<file path="src/rtl/timer_pkg.sv">
// Shared types and default widths for the loadable down-counter timer.
// Imported by the timer top and its prescaler.
package timer_pkg;

  localparam int WIDTH_D      = 4;
  localparam int PRESCALE_W_D = 8;
  localparam int WRAP_W_D     = 4;

  typedef enum logic [1:0] {
    IDLE  = 2'd0,
    ARMED = 2'd1,
    RUN   = 2'd2,
    DONE  = 2'd3
  } state_t;

endpackage

</file>
<file path="src/rtl/tick_prescaler.sv">
// Prescaler for the down-counter timer: emits a tick every div+1
// enabled cycles, restarting from zero on clear.
module tick_prescaler
  import timer_pkg::*;
#(
  parameter int PRESCALE_W = PRESCALE_W_D
) (
  input  logic                  clk,
  input  logic                  rst,
  input  logic                  clear,
  input  logic                  en,
  input  logic [PRESCALE_W-1:0] div,
  output logic                  tick
);

  logic [PRESCALE_W-1:0] cnt_q;

  assign tick = en && (cnt_q == div);

  always_ff @(posedge clk or negedge rst) begin
    if (!rst) begin
      cnt_q <= '0;
    end else if (clear) begin
      cnt_q <= '0;
    end else if (en) begin
      cnt_q <= tick ? '0 : cnt_q + PRESCALE_W'(1);
    end
  end

endmodule

</file>
<file path="src/rtl/down_counter_timer.sv">
// Loadable down-counter/timer with prescaler, terminal-count pulse,
// done handshake and optional auto-reload with saturating wrap count.
module down_counter_timer
  import timer_pkg::*;
#(
  parameter int WIDTH      = WIDTH_D,
  parameter int PRESCALE_W = PRESCALE_W_D,
  parameter int WRAP_W     = WRAP_W_D
) (
  input  logic                  clk,
  input  logic                  rst,
  input  logic                  load_valid,
  output logic                  load_ready,
  input  logic [WIDTH-1:0]      load_value,
  input  logic                  auto_reload,
  input  logic [PRESCALE_W-1:0] prescale,
  input  logic                  start,
  input  logic                  stop,
  output logic [WIDTH-1:0]      count,
  output logic                  busy,
  output logic                  tc,
  output logic                  done_valid,
  input  logic                  done_ready,
  output logic [WRAP_W-1:0]     wraps
);

  localparam logic [WIDTH-1:0] ONE = WIDTH'(1);

  state_t                state_q;
  state_t                state_d;
  logic [WIDTH-1:0]      count_q;
  logic [WIDTH-1:0]      reload_q;
  logic [WRAP_W-1:0]     wraps_q;
  logic [PRESCALE_W-1:0] div_q;
  logic                  auto_q;
  logic                  tc_q;
  logic                  tick;

  logic load_acc;
  logic start_acc;
  logic zero_start;
  logic stop_acc;
  logic dec;
  logic term_rl;
  logic term_end;

  tick_prescaler #(
    .PRESCALE_W(PRESCALE_W)
  ) u_presc (
    .clk  (clk),
    .rst  (rst),
    .clear(start_acc | stop_acc),
    .en   (state_q == RUN),
    .div  (div_q),
    .tick (tick)
  );

  always_ff @(posedge clk or negedge rst) begin
    if (!rst) begin
      state_q <= IDLE;
    end else begin
      state_q <= state_d;
    end
  end

  always_comb begin
    state_d    = state_q;
    load_acc   = 1'b0;
    start_acc  = 1'b0;
    zero_start = 1'b0;
    stop_acc   = 1'b0;
    dec        = 1'b0;
    term_rl    = 1'b0;
    term_end   = 1'b0;
    unique case (state_q)
      IDLE: begin
        if (load_valid) begin
          load_acc = 1'b1;
          state_d  = ARMED;
        end
      end
      ARMED: begin
        // load beats start; stop beats start
        if (load_valid) begin
          load_acc = 1'b1;
        end else if (start && !stop) begin
          start_acc = 1'b1;
          if (count_q == '0) begin
            zero_start = 1'b1;
            state_d    = DONE;
          end else begin
            state_d = RUN;
          end
        end
      end
      RUN: begin
        if (stop) begin
          stop_acc = 1'b1;
          state_d  = ARMED;
        end else if (tick) begin
          if (count_q != ONE) begin
            dec = 1'b1;
          end else if (auto_q) begin
            term_rl = 1'b1;
          end else begin
            term_end = 1'b1;
            state_d  = DONE;
          end
        end
      end
      DONE: begin
        if (done_ready) begin
          state_d = IDLE;
        end
      end
      default: state_d = IDLE;
    endcase
  end

  always_ff @(posedge clk or negedge rst) begin
    if (!rst) begin
      count_q  <= '0;
      reload_q <= '0;
      wraps_q  <= '0;
      div_q    <= '0;
      auto_q   <= 1'b0;
      tc_q     <= 1'b0;
    end else begin
      tc_q <= zero_start | term_rl | term_end;
      unique case (1'b1)
        load_acc: count_q <= load_value;
        dec:      count_q <= count_q - ONE;
        term_rl:  count_q <= reload_q;
        term_end: count_q <= '0;
        default:  count_q <= count_q;
      endcase
      if (load_acc) begin
        reload_q <= load_value;
      end
      if (load_acc) begin
        wraps_q <= '0;
      end else if (term_rl && (wraps_q != '1)) begin
        wraps_q <= wraps_q + WRAP_W'(1);
      end
      // run configuration is frozen from start until the next start
      if (start_acc) begin
        div_q  <= prescale;
        auto_q <= auto_reload;
      end
    end
  end

  assign count      = count_q;
  assign tc         = tc_q;
  assign wraps      = wraps_q;
  assign busy       = (state_q == RUN);
  assign done_valid = (state_q == DONE);
  assign load_ready = (state_q == IDLE) || (state_q == ARMED);

endmodule

</file>
<file path="config.mk">
export PLATFORM = sky130hd
export DESIGN_NAME = down_counter_timer
export DESIGN_NICKNAME = d
export VERILOG_FILES = /design/src/rtl/timer_pkg.sv /design/src/rtl/tick_prescaler.sv /design/src/rtl/down_counter_timer.sv
export SDC_FILE = /design/constraint.sdc
export NUM_CORES = 1
export LEC_CHECK = 0
export CORE_ASPECT_RATIO = 0.75
export CORE_UTILIZATION = 50
export DETAILED_ROUTE_END_ITERATION = 6
export MAX_ROUTING_LAYER = met4
export PLACE_DENSITY = 0.85
export SLEW_MARGIN = 10
export SYNTH_ARGS = -nofsm -noshare
export SYNTH_HDL_FRONTEND = slang
export SYNTH_SLANG_ARGS = --single-unit
</file>
<file path="constraint.sdc">
create_clock -name clk -period 2 [get_ports clk]
set_clock_uncertainty 0.05 [all_clocks]
set_input_delay 0.4 -clock clk [delete_from_list [all_inputs] [get_ports clk]]
set_output_delay 0.4 -clock clk [all_outputs]
set_load 0.005 [all_outputs]
</file>
# Word level (Yosys, flattened, before mapping)
# Cells that the tools add are included.
# classes
n_addsub	3
mul	0
div	0
n_lt_le_gt_ge	0
n_eq_ne	13
n_shift	0
muxes	41
bitwise_logic	3
reduce_logical	12
# ops
cell	count
1-bit two-way mux	26
8-bit two-way mux	3
2-bit two-way mux	8
4-bit one-hot mux with 4 select lines	1
3-bit inequality test (second input constant)	3
8-bit by 1-bit adder with 8-bit output (second input constant)	1
8-bit == test	1
4-bit two-way mux	2
2-bit one-hot mux with 4 select lines	1
7-bit AND reduction	1
2-bit inequality test (second input constant)	3
4-bit by 1-bit adder with 4-bit output (second input constant)	1
2-bit == test (second input constant)	2
4-bit logical NOT	1
4-bit by 1-bit inequality test with 1-bit output (second input constant)	1
4-bit inequality test (second input constant)	1
2-bit nonzero test	2
4-bit nonzero test	1
4-bit by 1-bit subtractor with 4-bit output (second input constant)	1
1-bit logical AND	3
1-bit OR	3
2-bit by 1-bit == test with 1-bit output (second input constant)	1
2-bit logical NOT	1
2-bit by 1-bit inequality test with 1-bit output (second input constant)	1
3 further kinds	3
# totals
reg_bits	32
latchBits	0
mem_bits_rw	0
mem_bits_ro	0
out_inout_bits	12
word_cells	80
n_memories	0

# Logic depth before layout (Yosys ltp)
# Gate-level depths: netlist of the first run.
# logic_depth
depth_word	8
depth_mapped	7

# Modules after synthesis
# Synthesis of the first run repeated with hierarchy kept, for this count alone.
# unflattened
cells_unflattened	159
area_unflattened_um2	1751.7
# by_module_without_submodules
module	n_inst	cells_each	area_each_um2
down_counter_timer	1	107	1218.7
tick_prescaler	1	52	533.0

# Least setup slack after synthesis of the first run
# OpenSTA, ideal clock, no wires.
# synth_timing
path_kind	reg2reg
startpoint	reg count_q[1], in the netlist count[1]
endpoint	reg wraps_q[2], in the netlist wraps[2]
arrival_time_ps	1535
required_time_ps	1830
path_slack_ps	294
stages_incl_launch_ff	8
path_buffers	1
period_less_slack_ps	1706
cell_sequence	dfrtp_1 > inv_1 > ha_1 > nor3b_1 > buf_2 > and4_1 > a31oi_1 > a41o_1
# synth_via
elab_chain_len	7
# synth_rtl
element	line_no	source
from (decl)	down_counter_timer.sv:31	logic [WIDTH-1:0] count_q;
from (signal assigned)	down_counter_timer.sv:131	load_acc: count_q <= load_value;
from (signal assigned)	down_counter_timer.sv:132	dec: count_q <= count_q - ONE;
from (signal assigned)	down_counter_timer.sv:133	term_rl: count_q <= reload_q;
4-bit by 1-bit inequality test with 1-bit output	down_counter_timer.sv:101	if (count_q != ONE) begin
1-bit two-way mux	down_counter_timer.sv:101	
1-bit two-way mux	down_counter_timer.sv:100	end else if (tick) begin
1-bit two-way mux	down_counter_timer.sv:97	if (stop) begin
1-bit two-way mux	down_counter_timer.sv:75	unique case (state_q)
1-bit logical AND	down_counter_timer.sv:142	end else if (term_rl && (wraps_q != '1)) begin
2-bit nonzero test (no source line)	-	
to (signal assigned)	down_counter_timer.sv:143	wraps_q <= wraps_q + WRAP_W'(1);
to (decl)	down_counter_timer.sv:33	logic [WRAP_W-1:0] wraps_q;
# No other way between the ends.
# A chain may end at the register's enable or synchronous reset.

# Final worst setup path of the first run
# layout_timing
startpoint	reg state_q[0]
endpoint	out busy
# layout_via
elab_chain_len	1
# layout_rtl
element	line_no	source
from (decl)	down_counter_timer.sv:29	state_t state_q;
from (signal assigned)	down_counter_timer.sv:62	state_q <= state_d;
2-bit == test	down_counter_timer.sv:156	assign busy = (state_q == RUN);
to (decl)	down_counter_timer.sv:20	output logic busy,
# No other way between the ends.

==> out/metrics.cfg, run 1 <==
[worst_setup_path]
worst_setup_path_start_kind=register
cp_max_fo=7
crit-reg2reg-launch=u_presc.cnt_q[2]$_DFFE_PN0P_
worstSetupEndpointType=primary output
slowest_stage=clkdlybuf4s50_1
worstSetupPathType=reg -> out
critPathArrivalTime_ns=1.48
crit_required_ns=1.55
worst_path_max_stage_delay_ns=0.50
cell_chain_critical_path=nand2b_4, inv_2, clkdlybuf4s50_1
critical_path_buffers_and_inverters=2
cpLargestDelayFamily=buffers and inverters
worstSetupStartpoint=state_q[0]$_DFFE_PN0P_

[routing]
dr.first_iter.drc_count=111
vias=1571
wire_per_inst_um=15.1
via_per_inst=5.61
drtAntennaViolNets=0
routed_wl_um=4220
remaining_drc_errors=1
drt_pre_antenna_iters=6

[die]
floorplan.initialDensity_pct=53.8
design.die.area_mm2=0.00386
dieWidth_um=71.4
die_h_um=54.0
fp-row-count=18
num_io_pins=31
core_mm2=0.00336

[grt]
grt_pass1_wl_um=6890
grt_start_max_net_pins=33
gr-usage-all-layers_pct=25.3
antenna_found_initial=0
overflow=0
grt_pass1_vias=1467

[place]
dp_hpwl_um=3070
finalWeightedCongestion=0.895
placement.setup.worst_slack_ns=-0.128
numPortBuffers=30
detailed_place.area_mm2=0.00226

[timing]
fin_tns_setup_ns=0
final.min_clock_period_ns=1.93
finalSetupViolations=0
final_critical_path_setup_slack_ns=0.0671
worst_pin_slew_ns=0.412
post-route-period-util_pct=96.6
grt_setup_unrepaired=no
finalHoldViolations=0
max_slew_margin_pct=72.5
maxSlewViolCount=0
maxClockFrequency_mhz=517

[layout]
insertedDiodeCount=0
final_layout_size_suffix_gt1_share_pct=18.8
most-common-layout-cells=46 x nand2_1, 30 x dfrtp_1, 30 x clkdlybuf4s50_1
fin_area_mm2=0.00239
layout.filler_cells=266
leading_cell_type_in_the_layout_fill_and_taps_excluded=nand2_1
layout.nets=262
finalCoreUtilization_pct=71.1
synthToLayoutAreaGrowth_pct=32.3

[run_status]
outcome=finished with violations
violations=DRC

[synthesis]
muxShareOfSynthArea_pct=2.22
yosysWarnings=0
syn_inst=186
register_area_share_after_synthesis_pct=44.4
synth_simple_gate_area_share_pct=26.1
synth-adder-area-share_pct=2.77
synth-edff-count=0
postSynth.asyncResetShare_pct=100
synth_area_in_xor_xnor_pct=4.85
synth.net_count=209
ys.flop_type=dfrtp_1
main_combinational_cell_family_by_area_after_synthesis=simple AND/OR/NAND/NOR gates
avgSynthCellArea_um2=9.70
synthDistinctLibCells=47
synth_compound_area_share_pct=16.3
syn_area_mm2=0.00180
ys_seq_elements=32

[run]
max-cap-violations=0

[pwr]
power_density_mw_per_mm2=1230
maximum_resistive_drop_on_vdd_uv=627
design_power_total_mw=2.93
p_leak_nw=1.17

[clock_tree]
clock_path_buffers=2
clock_insertion_delay_worst_skew_ns=0.29
ctsRootBufferMaster=clkbuf_8
clock_sinks=32
cts_made_buffers=5
cts.htree.levels=2
cts.reportedPaths.clkPinSlew_ns=0.07
tritoncts=built

[min_path]
min_from=reload_q[3]$_DFFE_PN0P_
min-delay-path-class=reg -> reg

==> path summary, 6_finish.rpt <==
check	slack (ns)	cells past startpoint	end
max in group asynchronous	1.12	2	state_q[0]$_DFFE_PN0P_
min reg2reg	0.43	2	reload_q[3]$_DFFE_PN0P_
min in group asynchronous	0.45	2	div_q[5]$_DFFE_PN0P_
min	0.43	2	reload_q[3]$_DFFE_PN0P_
max	0.07	3	busy
max reg2reg	0.09	6	wraps[2]$_DFFE_PN0P_
==> logic make-up after synthesis <==
logic type | Yosys count
mux | 4
xor+xnor | 10
simple gates | 88
compound gates | 37
flops | 32
buf+inv | 11
fa+ha+maj | 4
==> registers in the layout, summed over array words and instances (netlist names) <==
signal,flops
auto_q,1
count,4
div_q,8
reload_q,4
state_q,2
tc,1
u_presc.cnt_q,8
wraps,4
==> cell usage after synthesis (all sizes together), types with 4 or more instances <==
cell type	instances	share of area, %
nand2	47	9.8
dfrtp	32	44
xor2	9	4.4
nand3	8	2.2
o21ai	8	2.2
nor2	7	1.9
and2	6	2.2
inv	6	1.2
buf	5	2.1
a21oi	4	1.5
ha	4	2.8
mux2i	4	2.2
nor3	4	2.0
==> metrics by stage <==
stage | instances | hold slack [ns]
final | 280 | 0.425
after floorplan | 186 | 0.0544
after CTS | 278 | 0.428
after detailed placement | 270 | 0.411
after global placement | 270 | 0.407
after global routing | 280 | 0.452
==> routing by layer <==
metal  up-vias  GRT usage (%)  wire length (um)
met5         -              -                 0
met2        46           36.8              1810
li1        770              -                 -
met4         0           9.33                53
met1       749           35.5              2120
met3         6           4.49               227
==> where the power goes <==
part           switching [mW]  internal, mW
Sequential              0.221         0.855
Clock                   0.242         0.369
Combinational           0.599         0.644
Total                    1.06          1.87
==> layout make-up <==
class	count	area, um2	area share [%]
clock buffer	6	72.6	3.04
clock inverter	2	35.0	1.47
inverter	6	22.5	0.943
multi-input combinational	143	946	39.6
sequential	32	803	33.6
tap	40	50.0	2.10
timing repair buffer	51	458	19.2
==> what timing repair did <==
item	CTS	global route
buffers inserted	0	2
hold buffers	0	0
endpoints found under the setup margin	0	5
gates resized for setup	0	3
==> tightest hold or removal path, stage by stage (launching register included) <==
cell and delay [ns]:
dfrtp_1 0.34, nand2_1 0.05, nand2_1 0.06
Power figures use the tool's default switching activity.
==> run 2, diff against run 1 <==
- REMOVE_ABC_BUFFERS: default -> 1
==> out/metrics.cfg, run 2 (same netlist as run 1, synthesis figures left out) <==
[routing]
drt_pre_antenna_iters=6  ; unchanged
remaining_drc_errors=1  ; unchanged
dr.first_iter.drc_count=94  ; -15%
vias=1570  ; -0.064%
routed_wl_um=4120  ; -2.2%
drtAntennaViolNets=0  ; unchanged
via_per_inst=5.73  ; +2.1%
wire_per_inst_um=15.0  ; about the same

[die]
fp-row-count=18  ; unchanged
die_h_um=54.0  ; unchanged
dieWidth_um=71.4  ; unchanged
design.die.area_mm2=0.00386  ; unchanged
num_io_pins=31  ; unchanged
core_mm2=0.00336  ; unchanged
floorplan.initialDensity_pct=53.8  ; unchanged

[worst_setup_path]
crit_required_ns=1.55  ; about the same
cp_max_fo=7  ; unchanged
critPathArrivalTime_ns=1.48  ; about the same
cell_chain_critical_path=nand2b_4, inv_2, clkdlybuf4s50_1
worst_path_max_stage_delay_ns=0.51  ; about the same
slowest_stage=clkdlybuf4s50_1
worstSetupPathType=reg -> out
worstSetupEndpointType=primary output
worst_setup_path_start_kind=register

[run_status]
violations=DRC
outcome=finished with violations

[pwr]
p_clk_share_pct=21.1  ; +0.2 points
p_leak_nw=1.13  ; -2.7%
combPwrFrac_pct=41.4  ; -1.0 points
power_density_mw_per_mm2=1230  ; about the same
design_power_total_mw=2.87  ; -2.0%
power_switching_mw=1.02  ; -3.6%
p_sw_share_pct=35.6  ; -0.59 points
maximum_resistive_drop_on_vdd_uv=553  ; -12%
cellInternalPower_mw=1.85  ; -1.1%
sequential_power_share_pct=37.5  ; +0.8 points

[place]
finalWeightedCongestion=1.00  ; +12%
dp_hpwl_um=2980  ; -3.0%
placement.setup.worst_slack_ns=-0.138  ; -0.0103 ns
numPlacedInstances=266  ; -1.5%
numPortBuffers=30  ; unchanged

[layout]
final_layout_size_suffix_gt1_share_pct=16.2  ; -2.5 points
largestRegisters=div_q (8), u_presc.cnt_q (8)
post_layout_nonfiller_instances=274  ; -2.1%
layout.nets=256  ; -2.3%
insertedDiodeCount=0  ; unchanged
most-common-layout-cells=47 x nand2_1, 30 x dfrtp_1, 30 x clkdlybuf4s50_1
synthToLayoutAreaGrowth_pct=29.7
leading_cell_type_in_the_layout_fill_and_taps_excluded=nand2_1

[timing]
post-route-period-util_pct=96.7  ; about the same
maxSlewViolCount=0  ; unchanged
grt_setup_unrepaired=no
fin_tns_setup_ns=0  ; unchanged
final_critical_path_setup_slack_ns=0.0670  ; -0.000162 ns
finalSetupViolations=0  ; unchanged
final.hold.worst_slack_ns=0.429  ; +0.00397 ns
max_slew_margin_pct=72.9  ; +0.36 points
worst_pin_slew_ns=0.407  ; -0.00546 ns
final.min_clock_period_ns=1.93  ; +0.000162 ns
maxClockFrequency_mhz=517  ; about the same
finalHoldViolations=0  ; unchanged

[run]
max-cap-violations=0  ; unchanged

[clock_tree]
clock_insertion_delay_worst_skew_ns=0.28  ; about the same
cts.reportedPaths.clkPinSlew_ns=0.07  ; about the same
clock_sinks=32  ; unchanged
ctsRootBufferMaster=clkbuf_8
cts_setup_buffers=0  ; unchanged
cts_made_buffers=5  ; unchanged
clock_path_buffers=2  ; unchanged
cts.htree.levels=2  ; unchanged
tritoncts=built

[min_path]
min-delay-path-class=reg -> reg

[grt]
overflow=0  ; unchanged
grt_pass1_vias=1451  ; -1.1%
grt_pass1_wl_um=6960  ; +0.90%
antenna_found_initial=0  ; unchanged
grt_start_max_net_pins=33  ; unchanged
gr-usage-all-layers_pct=25.0  ; -0.34 points

==> run 2: layout make-up <==
type                       count  area (um2)
clock inverter                 2        35.0
fill                         250        1020
multi-input combinational    143         943
timing repair buffer          45         413
tap                           40        50.0
clock buffer                   6        72.6
inverter                       6        22.5
sequential                    32         803
==> run 2: critical path, delay by kind of cell, from the launching register on <==
kind | cells | cell delay [ns]
AND/OR/NAND/NOR | 1 | 0.16
buffers and inverters | 2 | 0.60
flip-flops | 1 | 0.45
==> run 2: metal layers <==
layer | track usage [%] | routed length [um] | vias up | part of all wire, %
met5 | - | 0 | - | 0
met2 | 35.7 | 1800 | 51 | 44
met3 | 5.62 | 215 | 4 | 5.2
met4 | 8.00 | 34 | 0 | 0.82
li1 | - | - | 756 | -
met1 | 35.1 | 2070 | 759 | 50
==> run 2: power by group through the flow <==
stage	sequential, mW	combinational, mW	clock, mW
final	1.08	1.19	0.605
after global routing	1.11	1.32	0.649
after CTS	1.08	1.19	0.609
after detailed placement	1.08	1.18	0
after global placement	1.07	1.14	0
after floorplan	1.04	0.712	0
==> run 2: stage by stage <==
stage | utilization, % | cell area [um2]
after global routing | 69.7 | 2340
after detailed placement | 66.4 | 2230
after CTS | 69.7 | 2340
after global placement | 66.4 | 2230
final | 69.7 | 2340
after floorplan | - | 1770
==> run 2: final timing paths <==
| path | startpoint | end | slack, ns | depth (start not counted) |
|---|---|---|---|---|
| setup reg to reg | u_presc.cnt_q[5]$_DFFE_PN0P_ | u_presc.cnt_q[3]$_DFFE_PN0P_ | 0.13 | 5 |
| hold / removal | reload_q[0]$_DFFE_PN0P_ | reload_q[0]$_DFFE_PN0P_ | 0.43 | 1 |
| hold reg to reg | reload_q[0]$_DFFE_PN0P_ | reload_q[0]$_DFFE_PN0P_ | 0.43 | 1 |
| setup / recovery | state_q[0]$_DFFE_PN0P_ | busy | 0.07 | 3 |
| min in group asynchronous | rst | div_q[0]$_DFFE_PN0P_ | 0.47 | 2 |
| max in group asynchronous | rst | state_q[1]$_DFFE_PN0P_ | 1.12 | 2 |
==> run 2: repair_timing <==
action	in CTS	in global routing
resized for setup	1	1
setup endpoints to repair	1	1
hold buffers	0	0
==> run 3, diff against run 2 <==
- clock period: 2 -> 2.5 ns (I/O delays scaled with it)
==> out/metrics.cfg, run 3 (same netlist as run 1, synthesis figures left out) <==
[clock_tree]
tritoncts=built
cts.hold.buffers_added=0  ; unchanged
cts-resized-gates=0  ; -1
cts.reportedPaths.clkPinSlew_ns=0.06  ; about the same
clock_path_buffers=2  ; unchanged
cts.htree.levels=2  ; unchanged
clock_sinks=32  ; unchanged
clock_insertion_delay_worst_skew_ns=0.29  ; about the same
ctsRootBufferMaster=clkbuf_8
cts_setup_buffers=0  ; unchanged
cts_made_buffers=5  ; unchanged

[timing]
maxClockFrequency_mhz=464
final.min_clock_period_ns=2.16
finalHoldViolations=0  ; unchanged
maxSlewViolCount=0  ; unchanged
post-route-period-util_pct=86.2
fin_tns_setup_ns=0  ; unchanged
worst_pin_slew_ns=0.395  ; -0.0114 ns
finalSetupViolations=0  ; unchanged
max_slew_margin_pct=73.7  ; +0.76 points
grt_setup_unrepaired=no

[place]
dp_hpwl_um=2860  ; -4.1%
finalWeightedCongestion=0.915  ; -8.9%
numPortBuffers=30  ; unchanged

[worst_setup_path]
worstSetupPathType=reg -> out
cp_max_fo=8  ; +1
worstSetupEndpointType=primary output
critPathArrivalTime_ns=1.61  ; +0.13 ns
ff2ff_path_depth=5  ; unchanged
crit_required_ns=1.95  ; +0.40 ns
worst_setup_path_start_kind=register

[die]
fp-row-count=18  ; unchanged
design.die.area_mm2=0.00386  ; unchanged
num_io_pins=31  ; unchanged
floorplan.initialDensity_pct=53.8  ; unchanged
dieWidth_um=71.4  ; unchanged
core_mm2=0.00336  ; unchanged
die_h_um=54.0  ; unchanged

[layout]
finalCoreUtilization_pct=67.6  ; -2.1 points
final_layout_size_suffix_gt1_share_pct=12.0  ; -4.2 points
layout.nets=247  ; -3.5%
most-common-layout-cells=47 x nand2_1, 32 x dfrtp_1, 30 x clkdlybuf4s50_1
layout.area.seq_um2=801  ; -0.31%
largestRegisters=div_q (8), u_presc.cnt_q (8)
multi_input_area_um2=943  ; unchanged
synthToLayoutAreaGrowth_pct=25.8
layout.filler_cells=269  ; +7.6%
insertedDiodeCount=0  ; unchanged
leading_cell_type_in_the_layout_fill_and_taps_excluded=nand2_1

[grt]
grt_start_max_net_pins=33  ; unchanged
gr-usage-all-layers_pct=24.9  ; about the same
overflow=0  ; unchanged
antenna_found_initial=0  ; unchanged
grt_pass1_wl_um=6760  ; -2.8%
grt_pass1_vias=1357  ; -6.5%

[pwr]
p_leak_nw=1.09  ; -3.7%
maximum_resistive_drop_on_vdd_uv=486  ; -12%
power_density_mw_per_mm2=981  ; -20%

[routing]
vias=1501  ; -4.4%
via_per_inst=5.66  ; -1.1%
dr.first_iter.drc_count=207  ; +120%
wire_per_inst_um=15.0  ; -0.59%
routed_wl_um=3960  ; -3.9%
drtAntennaViolNets=0  ; unchanged
drt_pre_antenna_iters=6  ; unchanged
remaining_drc_errors=1  ; unchanged

[min_path]
min-delay-path-class=reg -> reg
timing.hold.worst_path_depth=2  ; +1

[run_status]
violations=DRC
outcome=finished with violations

[run]
max-cap-violations=0  ; unchanged

run 3: changes by cell type in the layout (fill, tap and decap cells not counted), sizes merged:
cell and change:
buf -9
run 3: worst paths after layout:
check,endpoint,slack (ns),start
max,busy,0.34,state_q[1]$_DFFE_PN0P_
min,reload_q[3]$_DFFE_PN0P_,0.43,reload_q[3]$_DFFE_PN0P_
max reg2reg,u_presc.cnt_q[3]$_DFFE_PN0P_,0.59,u_presc.cnt_q[5]$_DFFE_PN0P_
min reg2reg,reload_q[3]$_DFFE_PN0P_,0.43,reload_q[3]$_DFFE_PN0P_
max in group asynchronous,u_presc.cnt_q[7]$_DFFE_PN0P_,1.56,rst
min in group asynchronous,div_q[0]$_DFFE_PN0P_,0.55,rst
run 3: through the flow:
| stage | setup WS [ns] | cell area (um2) | total power [mW] | hold slack (ns) | cells |
|---|---|---|---|---|---|
| floorplan | 0.477 | 1770 | 1.40 | 0.154 | 181 |
| global placement | 0.329 | 2160 | 1.70 | 0.409 | 257 |
| detailed placement | 0.252 | 2160 | 1.73 | 0.413 | 257 |
| CTS | 0.345 | 2270 | 2.23 | 0.429 | 265 |
| global route | 0.251 | 2270 | 2.39 | 0.457 | 265 |
| finish | 0.345 | 2270 | 2.23 | 0.428 | 265 |
run 3: critical path: stages (launching register included):
cell	delay, ns
dfrtp_1	0.53
nand2b_4	0.16
inv_2	0.12
clkdlybuf4s50_1	0.51
run 3: metal layers:
metal | GRT usage, % | part of all wire (%) | vias up
met2 | 32.4 | 42 | 48
met5 | - | 0 | -
met3 | 6.93 | 5.4 | 7
met4 | 8.00 | 1.4 | 0
li1 | - | - | 741
met1 | 36.8 | 51 | 705
run 3: cell type report:
type | instances | share of cell area [%]
timing repair buffer | 36 | 15.2
sequential | 32 | 35.3
clock inverter | 2 | 1.54
multi-input combinational | 143 | 41.6
inverter | 6 | 0.992
tap | 40 | 2.21
clock buffer | 6 | 3.20
run 3: power by group:
part | internal [mW] | leakage, nW | switching, mW
combinational | 0.437 | 0.622 | 0.436
sequential | 0.681 | 0.416 | 0.182
clock | 0.295 | 0.0552 | 0.196
